[config.mk]
export PLATFORM = sky130hd
export DESIGN_NAME = rr_arb_mux_4x1
export DESIGN_NICKNAME = d
export VERILOG_FILES = /design/src/rtl/rr_arb_mux_4x1.sv
export SDC_FILE = /design/constraint.sdc
export NUM_CORES = 1
export LEC_CHECK = 0
export CELL_PAD_IN_SITES_DETAIL_PLACEMENT = 0
export CELL_PAD_IN_SITES_GLOBAL_PLACEMENT = 1
export CORE_UTILIZATION = 27
export CTS_CLUSTER_SIZE = 28
export DETAILED_ROUTE_END_ITERATION = 10
export GPL_ROUTABILITY_DRIVEN = 0
export PLACE_DENSITY = 0.87
export SETUP_SLACK_MARGIN = 0.02
export SYNTH_ARGS = -nofsm -noshare
export SYNTH_HDL_FRONTEND = slang
export SYNTH_SLANG_ARGS = --single-unit
export TNS_END_PERCENT = 1
[constraint.sdc]
create_clock -name clk -period 6.19 [get_ports clk]
set_clock_uncertainty 0.15 [all_clocks]
set_input_delay 0.9285 -clock clk [delete_from_list [all_inputs] [get_ports clk]]
set_output_delay 0.9285 -clock clk [all_outputs]
set_load 0.05 [all_outputs]
[src/rtl/rr_arb_mux_4x1.sv]
// Four-channel round-robin arbiter feeding a single registered output slot.
// The pointer names the highest-priority channel and moves to the channel just
// after the winner on every accepted input word. The output slot reloads in the
// same cycle it is drained, so back-to-back traffic moves one word per cycle.
module rr_arb_mux_4x1 #(
  parameter int unsigned WIDTH = 8
) (
  input  logic             clk,
  input  logic             rst,
  input  logic [WIDTH-1:0] a,
  input  logic [WIDTH-1:0] b,
  input  logic [WIDTH-1:0] c,
  input  logic [WIDTH-1:0] d,
  input  logic [3:0]       in_valid,
  output logic [3:0]       in_ready,
  output logic [WIDTH-1:0] out,
  output logic [1:0]       s,
  output logic             out_valid,
  input  logic             out_ready
);

  logic [1:0]       ptr_q, ptr_d;
  logic [WIDTH-1:0] out_q, out_d;
  logic [1:0]       s_q, s_d;
  logic             out_valid_q, out_valid_d;

  logic [1:0]       grant;
  logic [WIDTH-1:0] grant_word;
  logic             load_ok;
  logic             in_xfer;
  logic             out_xfer;

  // Rotating priority search; iterating from the far end lets the nearest hit win.
  always_comb begin
    logic [1:0] idx;
    grant = ptr_q;
    idx   = ptr_q;
    for (int k = 3; k >= 0; k--) begin
      idx = ptr_q + 2'(k);
      if (in_valid[idx]) begin
        grant = idx;
      end
    end
  end

  // Data word of the granted channel.
  always_comb begin
    grant_word = a;
    unique case (grant)
      2'd0: grant_word = a;
      2'd1: grant_word = b;
      2'd2: grant_word = c;
      2'd3: grant_word = d;
      default: grant_word = a;
    endcase
  end

  assign load_ok  = !out_valid_q || out_ready;
  assign out_xfer = out_valid_q && out_ready;

  // Accept only the granted channel, and nothing while reset is held.
  always_comb begin
    in_ready = 4'b0000;
    if (!rst && (|in_valid)) begin
      in_ready[grant] = load_ok;
    end
  end

  assign in_xfer = |(in_valid & in_ready);

  // Next state: a new word wins over draining; otherwise the slot simply empties.
  always_comb begin
    ptr_d       = ptr_q;
    out_d       = out_q;
    s_d         = s_q;
    out_valid_d = out_valid_q;
    if (in_xfer) begin
      out_d       = grant_word;
      s_d         = grant;
      out_valid_d = 1'b1;
      ptr_d       = grant + 2'd1;
    end else if (out_xfer) begin
      out_valid_d = 1'b0;
    end
  end

  // State registers with synchronous reset.
  always_ff @(posedge clk) begin
    if (rst) begin
      ptr_q       <= 2'b00;
      out_q       <= '0;
      s_q         <= 2'b00;
      out_valid_q <= 1'b0;
    end else begin
      ptr_q       <= ptr_d;
      out_q       <= out_d;
      s_q         <= s_d;
      out_valid_q <= out_valid_d;
    end
  end

  assign out       = out_q;
  assign s         = s_q;
  assign out_valid = out_valid_q;

endmodule
After elaboration in Yosys (flattened, before gate mapping)

Cells that the tools add are included.

Register bits after elaboration: 13
Bits of input ports: 39
Output and inout bits: 15
Word-level logic and storage cells: 47

Add/subtract/negate cells: 4
$lt $le $gt $ge: 6
Eq/ne operators: 3
Multiplexer cells: 18
Bitwise operators: 2
Reduce and logical (&&, ||, !) cells: 10

Operator list:

| operator                                                          | count |
|---|---|
| one-hot mux 8 bit (4 select lines)                                | 1 |
| < comparator 2 x 3 -> 1 bit, second input constant                | 5 |
| AND 4 bit                                                         | 2 |
| binary-select mux 1 bit (select 2 bit)                            | 4 |
| two-way mux 2 bit                                                 | 4 |
| OR reduction 4 bit                                                | 2 |
| two-way mux 1 bit                                                 | 7 |
| adder 2 x 1 -> 2 bit, second input constant                       | 2 |
| adder 2 bit, second input constant                                | 2 |
| == test 2 bit, second input constant                              | 2 |
| two-way mux 4 bit                                                 | 1 |
| logical AND 1 bit                                                 | 3 |
| demux 1 bit (select 2 bit)                                        | 1 |
| == test 2 x 1 -> 1 bit, second input constant                     | 1 |
| greater-or-equal comparator 2 x 1 -> 1 bit, second input constant | 1 |
| logical NOT 1 bit                                                 | 2 |
| logical NOT 2 bit                                                 | 1 |
| nonzero test 2 bit                                                | 1 |
| logical OR 1 bit                                                  | 1 |

Longest topological paths before layout

Gate-level depths: netlist of run 1.

Depth in word-level cells: 16
Gate-level depth with buffers: 11
Mapped depth without buffers: 9

Least setup slack after synthesis of run 1

No wires, ideal clock.

Kind: input to output
Start point: input port in_valid[2]
End point: output port in_ready[1]
Arrival time: 2.306 ns
Slack: 2.805 ns
Stages: 6
Cell sequence: nor2b_1 > o21a_1 > a21oi_1 > ha_1 > buf_2 > and2_1

Cells in the longest elaborated chain, start to end: 12

Ends and longest elaborated chain:

| element                                                                                                         | line | RTL |
|---|---|---|
| start: declaration                                                                                              | 14   | `input logic [3:0] in_valid,` |
| binary-select mux 1 bit (select 2 bit)                                                                          | 40   | `if (in_valid[idx]) begin` |
| two-way mux 1 bit (not written as such)                                                                         | 40   |  |
| two-way mux 2 bit (4 in series)                                                                                 | 40   |  |
| < comparator 2 x 3 -> 1 bit (not written as such) or greater-or-equal comparator 2 x 1 -> 1 bit (tied branches) | 65   | `in_ready[grant] = load_ok;` |
| logical AND 1 bit (not written as such)                                                                         | 65   |  |
| two-way mux 1 bit (not written as such)                                                                         | 65   |  |
| demux 1 bit (select 2 bit)                                                                                      | 65   |  |
| AND 4 bit (no line)                                                                                             | n/a  |  |
| two-way mux 4 bit (*)                                                                                           | 64   | `if (!rst && (\|in_valid)) begin` |
| end: declaration                                                                                                | 15   | `output logic [3:0] in_ready,` |

Mark *: on every way between the ends. The rest lies on a longest branch, timed or not. The select of a mux whose other input is x is not followed.

Worst setup path in the final report of run 1

Ends and elaborated chain as after synthesis.

==> results.py, run 1 <==
metrics = {
    "run_status": {
        "outcome": "completed",
    },
    "floorplanning": {
        "fp.dieW_microns": 59.3,
        "start_util_pct": 28.8,
        "dieArea_sq_um": 3510,
        "die_h_microns": 59.3,
        "std_cell_rows": 20,
        "pin_count": 54,
        "core_area_sq_um": 3080,
    },
    "global_route": {
        "antenna_found_initial": 0,
        "grt_pass1_vias": 849,
        "track_usage_pct": 14.7,
        "gr-total-overflow": 0,
        "grt_pass1_wl_microns": 3870,
        "grt_max_degree": 18,
    },
    "clock_tree": {
        "clock-root-buffer": "clkbuf_4",
        "cts_resized": 0,
        "cts_buffers": 3,
        "htreeDepth": 1,
        "post-cts-setup-buffer-count": 0,
        "cts_buffer_depth": 2,
        "cts_tree": "yes",
        "cts_hold_buf": 0,
        "clock_sinks": 13,
        "clkLatencyLatePin_ps": 270,
        "clk_pin_slew_ps": 80,
    },
    "logic_synthesis": {
        "synth_xor_xnor_area_share_pct": 0,
        "synth_nets": 146,
        "synthSimpleGateAreaFrac_pct": 20.2,
        "synth_compound_area_share_pct": 28.1,
        "synthDistinctLibCells": 28,
        "synthMuxAreaShare_pct": 9.04,
        "netlist_area_sq_um": 886,
        "synth-adder-area-share_pct": 7.06,
        "synth_top_family_by_area": "compound AO/OA/AOI/OAI gates",
        "ys_seq_elements": 13,
        "synthCells": 102,
        "ys_seq_area_share_pct": 29.4,
        "synth.avg_cell_area_sq_um": 8.68,
        "yosys_warnings": 0,
    },
    "setup_path": {
        "worstReg2RegStart": "ptr_q[1]",
        "slowest_stage": "clkdlybuf4s50_1",
        "critPathBufInv": 2,
        "worstSetupStartpoint": "in_valid[2]",
        "slowest_delay_ps": 800,
        "cp_common_cell": "clkdlybuf4s50_1",
        "setup.worst_path.start_class": "input pin",
        "reg2reg_depth": 8,
        "r2r_end": "out[2]",
        "cp_num_cells": 7,
        "timing.reg2reg.setup_slack_ps": 2880,
        "critPathCapture": "in_ready[1]",
        "path_cells": "clkdlybuf4s50_1 -> nor2b_1 -> o21a_1 -> a21oi_1 -> ha_1 -> and2_1 -> clkdlybuf4s50_1",
        "required_ps": 5110,
        "critical-path-top-delay-family": "buffers and inverters",
        "arrival_ps": 3570,
        "worstSetupEndpointType": "output port",
        "cp_max_fo": 10,
        "path_class": "input pin to output port",
    },
    "cells_and_area": {
        "nFillCells": 305,
        "syn_to_final_growth_pct": 64.1,
        "nets": 197,
        "n_antenna_cell": 0,
        "area.sequential_sq_um": 260,
        "final_cell_count_no_fill": 196,
        "multiInputGateArea_sq_um": 571,
        "stdcell_area_sq_um": 1450,
        "layout_common_cells": "clkdlybuf4s50_1 (53), dfxtp_1 (13), nor2_1 (12), o21ai_0 (9), nand2_1 (9)",
        "drive_gt1_share_pct": 6.58,
        "final_common_cell": "clkdlybuf4s50_1",
    },
    "route": {
        "wl_microns": 2520,
        "drc": 0,
        "vias_per_cell": 4.76,
        "initialDrtViolationCount": 78,
        "drtAntennaViolNets": 0,
        "vias": 932,
        "dr.pass1.iters": 4,
        "wire_per_inst_microns": 12.9,
    },
    "power_and_ir_drop": {
        "combPwrFrac_pct": 55.8,
        "switching_power_uw": 143,
        "power_density_nw_per_um2": 238,
        "pwr-share-seq_pct": 29.6,
        "internal_power_uw": 203,
        "vdd_drop_max_mv": 0.0958,
        "totalPowerFinal_uw": 345,
        "p_leak_uw": 0.000525,
        "switching_share_pct": 41.3,
        "pwr-share-clk_pct": 14.7,
    },
    "sta": {
        "hold_violations": 0,
        "setup_viol": 0,
        "finalMaxSlewViolations": 0,
        "min_period_ps": 4650,
        "fmax_mhz": 215,
        "rsz0062_at_grt": "no",
        "slew_headroom_pct": 19.2,
        "max_slew.worst_pin.slew_ps": 1210,
        "fin_crit_sh_pct": 75.1,
        "tns_ps": 0,
    },
    "placed_design": {
        "place_area_sq_um": 1430,
        "io_buffers": 53,
        "placedCellCount": 192,
        "place_hpwl_microns": 1950,
    },
    "job": {
        "cap_violations": 0,
    },
    "min_path": {
        "hp-class": "flop to flop",
    },
}
registers in the layout, indices dropped and copies added (netlist names):
register	cells
out	8
ptr_q	2
s	2
out_valid	1
worst min-delay path by stage:
stage                     slack (ps)       end  cells past startpoint     start
after detailed placement         340    out[3]                      2    out[3]
after global placement           340    out[2]                      2    out[2]
after floorplan                  350  ptr_q[0]                      2  ptr_q[0]
after global routing             390    out[1]                      2    out[1]
after CTS                        360    out[1]                      2    out[1]
final                            360    out[1]                      2    out[1]
cell type report:
type | instances | share of cell area [%]
Sequential cell | 13 | 17.9
Inverter | 3 | 0.775
Multi-Input combinational cell | 79 | 39.2
Tap cell | 44 | 3.79
Clock buffer | 4 | 1.81
Timing Repair Buffer | 53 | 36.5
logic make-up (layout without fill, tap and decap cells):
family / Yosys count / in the layout
buffers and inverters: 10 / 60
multiplexers: 8 / 8
AO/OA/AOI/OAI: 29 / 29
flip-flops: 13 / 13
adder cells (fa/ha/maj): 5 / 5
AND/OR/NAND/NOR: 37 / 37
power by group through the flow:
stage	combinational, uW	sequential (uW)	clock (uW)
after floorplan	102	133	0
after global placement	191	104	0
after detailed placement	193	104	0
after CTS	194	102	52.9
after global routing	210	104	56.3
final	193	102	50.6
layer usage:
metal | wire length, microns | vias up | global-route usage [%]
li1 | - | 483 | -
met1 | 1170 | 424 | 21.0
met2 | 1200 | 23 | 21.8
met3 | 145 | 2 | 2.18
met4 | 10 | 0 | 6.12
met5 | 0 | - | 0
Yosys cell counts (all sizes together):
master    n  area [sq um]
nor2     14          57.6
dfxtp    13           260
nand2     9          33.8
o21ai     9          45.0
a222oi    8          80.1
mux2i     8          80.1
and2      5          31.3
buf       5          36.3
ha        5          62.6
nor2b     4          25.0
inv       3          11.3
a211oi    2          25.0
a21oi     2          10.0
a22oi     2          20.0
clkbuf    2          7.51
nor3      2          10.0
nor3b     2          15.0
a2111oi   1          27.5
a311oi    1          8.76
a31o      1          8.76
a31oi     1          6.26
nor4      1          6.26
o21a      1          7.51
o32a      1          10.0
worst min-delay path, delay by kind of cell (launching register included):
kind	cells	cell delay (ps)
DFF	1	330
muxes	1	60
and+or+nand+nor	1	80
through the flow:
step / setup slack (ps) / util [%] / hold slack [ps]
2_1_floorplan: 2810 / - / 347
3_3_place_gp: 1630 / 46.4 / 336
3_5_place_dp: 1530 / 46.4 / 336
4_1_cts: 1540 / 47.2 / 361
5_1_grt: 1330 / 47.2 / 387
6_report: 1540 / 47.2 / 358
Note: power is estimated with default switching activity, not from simulation.
==> run 2, diff against run 1 <==
Settings changed: CORE_UTILIZATION 27 to 25, PLACE_DENSITY 0.87 to 0.81.
Clock period 6.19 ns to 4.8 ns, I/O delays scaled along.
==> run 2 against run 1 <==
Setup slack worse by 1000 ps; global-route usage fell by 0.24 points; register-to-register slack worse by 870 ps; routed wire length rose by 2.5%; sequential power grew 29%; via count rose by 4.5%; hold slack got worse by 0.81 ps; critical path type unchanged; critical endpoint is now in_ready[3]; largest power group unchanged.
==> results.py, run 2 (synthesis results as in run 1) <==
metrics = {
    "sta": {
        "whs_ps": 357,
        "fmax_mhz": 234,
        "hold_violations": 0,
        "tns_ps": 0,
        "setup_viol": 0,
        "rsz0062_at_grt": "no",
        "finalMaxSlewViolations": 0,
        "max_slew.worst_pin.slew_ps": 659,
        "fin_crit_sh_pct": 88.9,
        "min_period_ps": 4270,
        "slew_headroom_pct": 55.7,
    },
    "min_path": {
        "whs_path_depth": 2,
        "min_to": "out[1]",
        "hp-start": "out[1]",
        "hp-class": "flop to flop",
    },
    "floorplanning": {
        "core_area_sq_um": 3360,
        "start_util_pct": 26.3,
        "dieArea_sq_um": 3790,
        "fp.dieW_microns": 61.5,
        "pin_count": 54,
        "std_cell_rows": 21,
        "die_h_microns": 61.5,
    },
    "setup_path": {
        "arrival_ps": 3400,
        "setup.worst_path.start_class": "input pin",
        "path_cells": "clkdlybuf4s50_1 -> nor2b_1 -> o21ai_0 -> and2_1 -> ha_1 -> and2_1 -> clkdlybuf4s50_1",
        "slowest_delay_ps": 800,
        "cp_max_fo": 10,
        "worstSetupEndpointType": "output port",
        "critical-path-top-delay-family": "buffers and inverters",
        "reg2reg_depth": 9,
        "slowest_stage": "clkdlybuf4s50_1",
        "worstReg2RegStart": "ptr_q[0]",
        "required_ps": 3930,
        "critPathBufInv": 2,
        "timing.reg2reg.setup_slack_ps": 2010,
        "r2r_end": "out[2]",
        "path_class": "input pin to output port",
    },
    "cells_and_area": {
        "final_common_cell": "clkdlybuf4s50_1",
        "drive_gt1_share_pct": 8.97,
        "nets": 201,
        "syn_to_final_growth_pct": 67.8,
        "final_cell_count_no_fill": 202,
        "stdcell_area_sq_um": 1490,
        "largest_reg_flops": 8,
        "nFillCells": 365,
        "n_antenna_cell": 0,
        "layout_common_cells": "clkdlybuf4s50_1 (53), dfxtp_1 (13), nor2_1 (12), o21ai_0 (9), nand2_1 (9)",
    },
    "clock_tree": {
        "clock-root-buffer": "clkbuf_4",
        "clock_sinks": 13,
        "cts_buffer_depth": 2,
        "cts_resized": 0,
        "cts_buffers": 3,
        "cts_tree": "yes",
        "htreeDepth": 1,
        "post-cts-setup-buffer-count": 0,
        "clkLatencyLatePin_ps": 270,
        "clk_pin_slew_ps": 80,
        "cts_hold_buf": 0,
    },
    "placed_design": {
        "placedCellCount": 198,
        "place_hpwl_microns": 1990,
        "place_area_sq_um": 1460,
        "io_buffers": 53,
    },
    "power_and_ir_drop": {
        "combPwrFrac_pct": 56.2,
        "internal_power_uw": 266,
        "p_leak_uw": 0.000545,
        "switching_share_pct": 41.4,
        "pwr-share-clk_pct": 14.8,
        "vdd_drop_max_mv": 0.102,
        "switching_power_uw": 188,
        "pwr-share-seq_pct": 29.0,
        "power_density_nw_per_um2": 306,
    },
    "global_route": {
        "use_met2_pct": 24.9,
        "grt_max_degree": 17,
        "track_usage_pct": 14.4,
        "antenna_found_initial": 0,
        "gr-max-usage-layer": "met2",
        "gr-usage-met1_pct": 16.8,
        "grt_pass1_vias": 907,
        "gr-total-overflow": 0,
        "use_met3_pct": 3.57,
        "grt_pass1_wl_microns": 3930,
    },
    "route": {
        "vias_per_cell": 4.82,
        "dr.pass1.iters": 4,
        "initialDrtViolationCount": 65,
        "drc": 0,
        "wl_microns": 2580,
        "drtAntennaViolNets": 0,
        "wire_per_inst_microns": 12.8,
        "vias": 974,
    },
    "run_status": {
        "outcome": "completed",
    },
    "job": {
        "cap_violations": 0,
    },
}
[run 2: cell types whose count changed in the layout (fill, tap and decap cells not counted), sizes merged]
cell	delta
buf	+4
[run 2: routing by layer]
metal | wire, microns | up-vias | part of all wire, %
met5 | 0 | - | 0
met4 | 18 | 0 | 0.70
met3 | 211 | 2 | 8.2
met2 | 1190 | 45 | 46
met1 | 1170 | 438 | 45
li1 | - | 489 | -
[run 2: area by class of cell]
cell class | count | area [sq um] | area share, %
Tap cell | 46 | 57.6 | 3.87
Clock buffer | 4 | 26.3 | 1.77
Inverter | 3 | 11.3 | 0.758
Sequential cell | 13 | 260 | 17.5
Multi-Input combinational cell | 79 | 571 | 38.4
Timing Repair Buffer | 57 | 561 | 37.7
[run 2: worst max-delay path by stage]
stage,from,to,slack [ps],depth (start not counted)
2_1_floorplan,in_valid[2],out[3],1730,10
3_3_place_gp,in_valid[2],in_ready[2],600,8
3_5_place_dp,in_valid[2],in_ready[2],520,8
4_1_cts,in_valid[2],in_ready[2],500,8
5_1_grt,in_valid[0],in_ready[2],340,8
6_report,in_valid[2],in_ready[3],530,7
[run 2: worst reg2reg max path: cells and delay by family, from the launching register on]
| kind | cells | cell delay (ps) |
|---|---|---|
| fa+ha+maj | 1 | 410 |
| buf+inv | 1 | 260 |
| mux | 1 | 200 |
| compound gates | 3 | 930 |
| flops | 1 | 390 |
| simple gates | 3 | 340 |
[run 2: power by group through the flow]
stage / combinational [uW] / sequential (uW) / clock (uW)
floorplan: 131 / 172 / 0
finish: 255 / 132 / 67.3
global placement: 253 / 134 / 0
detailed placement: 256 / 134 / 0
global route: 275 / 134 / 75.9
CTS: 257 / 132 / 72.0
[run 2: through the flow]
| step | setup slack (ps) | util, % | total power [uW] |
|---|---|---|---|
| final | 533 | 44.2 | 455 |
| after global routing | 338 | 44.2 | 485 |
| after global placement | 598 | 43.4 | 387 |
| after CTS | 499 | 44.2 | 461 |
| after floorplan | 1730 | - | 303 |
| after detailed placement | 516 | 43.4 | 390 |
==> run 3, diff against run 2 <==
Settings changed: ABC_AREA set to 1, CORE_UTILIZATION 25 to 26, PLACE_DENSITY 0.81 to 0.82.
==> run 3 against run 2 <==
Highest routed layer unchanged; sequential power up 27%; critical endpoint is now in_ready[2]; setup slack improved by 91 ps; critical path type unchanged; largest cell class unchanged; routed wire length grew 19%; hold slack worse by 31 ps; first-iteration DRC count is 9.2% lower; global-route usage up 0.085 points; count of clock-buffer cells in the layout unchanged; final cell count increased by 42%; critical path depth is 8 higher; combinational power rose to 3.1 times the previous value; via count increased by 33%.
==> results.py, run 3 <==
metrics = {
    "run_status": {
        "outcome": "completed",
    },
    "logic_synthesis": {
        "synth_nets": 225,
        "yosys_warnings": 0,
        "ys_top_cells_by_area": "dfxtp_1 (23%), nand2_1 (19%), nor2_1 (7.0%)",
        "ys_seq_elements": 13,
        "synth_top_area_share_pct": 23.3,
        "synth-edff-count": 0,
        "ys.flop_type": "dfxtp_1",
        "synthCells": 181,
        "synth_commonest_cells": "nand2_1 (58), nor2_1 (21), dfxtp_1 (13), inv_1 (13), nand3_1 (9)",
        "synth.avg_cell_area_sq_um": 6.18,
        "async_reset_ff_share_pct": 0,
        "netlist_area_sq_um": 1120,
        "ys_seq_area_share_pct": 23.3,
        "synthDistinctLibCells": 24,
        "yosysMostFrequentCell": "nand2_1",
        "yosys.area.top_type": "dfxtp_1",
    },
    "placed_design": {
        "io_buffers": 53,
        "place_hpwl_microns": 2450,
        "placedCellCount": 282,
    },
    "cells_and_area": {
        "post-route-util_pct": 42.5,
        "final_common_cell": "nand2_1",
        "n_antenna_cell": 0,
        "final_cell_count_no_fill": 286,
        "drive_gt1_share_pct": 13.6,
        "nFillCells": 437,
        "syn_to_final_growth_pct": 54.3,
        "nets": 281,
        "largest_reg_flops": 8,
        "layout_common_cells": "nand2_1 (58), clkdlybuf4s50_1 (53), nor2_1 (21), inv_1 (13), dfxtp_1 (13)",
    },
    "sta": {
        "finalMaxSlewViolations": 0,
        "whs_ps": 327,
        "slew_headroom_pct": 65.5,
        "setup_viol": 0,
        "fin_crit_sh_pct": 87.0,
        "hold_violations": 0,
        "fmax_mhz": 240,
        "rsz0062_at_grt": "no",
        "min_period_ps": 4180,
        "max_slew.worst_pin.slew_ps": 516,
        "tns_ps": 0,
    },
    "setup_path": {
        "timing.reg2reg.setup_slack_ps": 1930,
        "arrival_ps": 3310,
        "setup.worst_path.start_class": "input pin",
        "path_class": "input pin to output port",
        "cp_max_fo": 3,
        "reg2reg_depth": 16,
        "r2r_end": "out[0]",
        "worstSetupEndpointType": "output port",
        "required_ps": 3930,
        "worstReg2RegStart": "ptr_q[0]",
    },
    "route": {
        "wire_per_inst_microns": 10.7,
        "dr.pass1.iters": 4,
        "vias": 1293,
        "vias_per_cell": 4.52,
        "wl_microns": 3070,
        "drtAntennaViolNets": 0,
        "drc": 0,
        "initialDrtViolationCount": 59,
    },
    "global_route": {
        "gr-usage-met1_pct": 18.0,
        "gr-total-overflow": 0,
        "gr-max-usage-layer": "met2",
        "grt_pass1_vias": 1151,
        "antenna_found_initial": 0,
        "use_met3_pct": 4.39,
        "track_usage_pct": 14.5,
        "grt_max_degree": 15,
        "grt_pass1_wl_microns": 4960,
        "use_met2_pct": 24.0,
    },
    "min_path": {
        "hp-start": "out[3]",
        "whs_path_depth": 2,
        "min_to": "out[3]",
        "hp-class": "flop to flop",
    },
    "clock_tree": {
        "clock_sinks": 13,
        "clock-root-buffer": "clkbuf_8",
        "htreeDepth": 1,
        "cts_buffer_depth": 2,
        "cts_buffers": 3,
        "clk_pin_slew_ps": 50,
        "cts_resized": 0,
        "cts_tree": "yes",
        "cts_hold_buf": 0,
        "clkLatencyLatePin_ps": 240,
        "post-cts-setup-buffer-count": 0,
    },
    "job": {
        "cap_violations": 0,
    },
    "power_and_ir_drop": {
        "vdd_drop_max_mv": 0.244,
        "totalPowerFinal_uw": 1060,
        "p_leak_uw": 0.000725,
        "power_density_nw_per_um2": 613,
    },
    "floorplanning": {
        "fp.dieW_microns": 67.6,
        "pin_count": 54,
        "std_cell_rows": 23,
        "die_h_microns": 67.6,
        "core_area_sq_um": 4060,
        "start_util_pct": 27.6,
        "dieArea_sq_um": 4570,
    },
}
-- run 3: changes by cell type in the layout (fill, tap and decap cells not counted), sizes merged, moves of 3 or more --
cell and change:
a21oi +12, a222oi -8, a31oi +5, and2 -5
inv +17, mux2i -8, nand2 +58, nand3 +10
nand4 +6, nor2 +9, nor2b -4, o21ai -3
-- run 3: layer usage --
layer	vias up	part of all wire, %
met4	0	0.20
met5	-	0
met3	2	7.2
met2	44	47
li1	689	-
met1	558	46
-- run 3: stage by stage --
step                      worst slack (ps)  instance area, sq um
after global placement                 647                  1680
after detailed placement               637                  1680
after floorplan                       1130                  1120
after global routing                   369                  1730
final                                  625                  1730
after CTS                              629                  1730
-- run 3: worst max-delay path, stage by stage --
cell	delay, ps
clkdlybuf4s50_1	490
inv_1	60
o21ai_1	180
nand2_1	100
nand2_1	70
nand2_1	50
nand2_1	70
nand2_1	50
nand2_1	70
nand2_1	100
inv_1	110
ha_1	190
inv_2	50
nor3_1	180
clkdlybuf4s50_1	820
-- run 3: worst max path at each step --
stage | from | to | cells after the start
after global routing | in_valid[3] | in_ready[2] | 15
after global placement | in_valid[2] | in_ready[3] | 13
after CTS | in_valid[3] | in_ready[2] | 15
final | in_valid[3] | in_ready[2] | 15
after detailed placement | in_valid[3] | in_ready[2] | 15
after floorplan | in_valid[1] | in_ready[2] | 15
-- run 3: cell type report --
type                            count  area (sq um)  share of cell area (%)
Tap cell                           50          62.6                    3.63
Sequential cell                    13           260                    15.1
Inverter                           21          81.3                    4.71
Multi-Input combinational cell    141           716                    41.5
Timing Repair Buffer               57           561                    32.5
Clock buffer                        4          45.0                    2.61
-- run 3: cell families after synthesis --
logic type | share of synthesized area, %
compound gates | 14.3
fa+ha+maj | 5.59
buf+inv | 12.8
flops | 23.3
simple gates | 44.1
-- run 3: power by group --
group | leakage (uW) | switching [uW] | internal [uW] | total, uW
Combinational | 0.000595 | 508 | 285 | 793
Sequential | 0.000106 | 25.7 | 141 | 167
Clock | 0.0000228 | 39.1 | 58.6 | 97.7
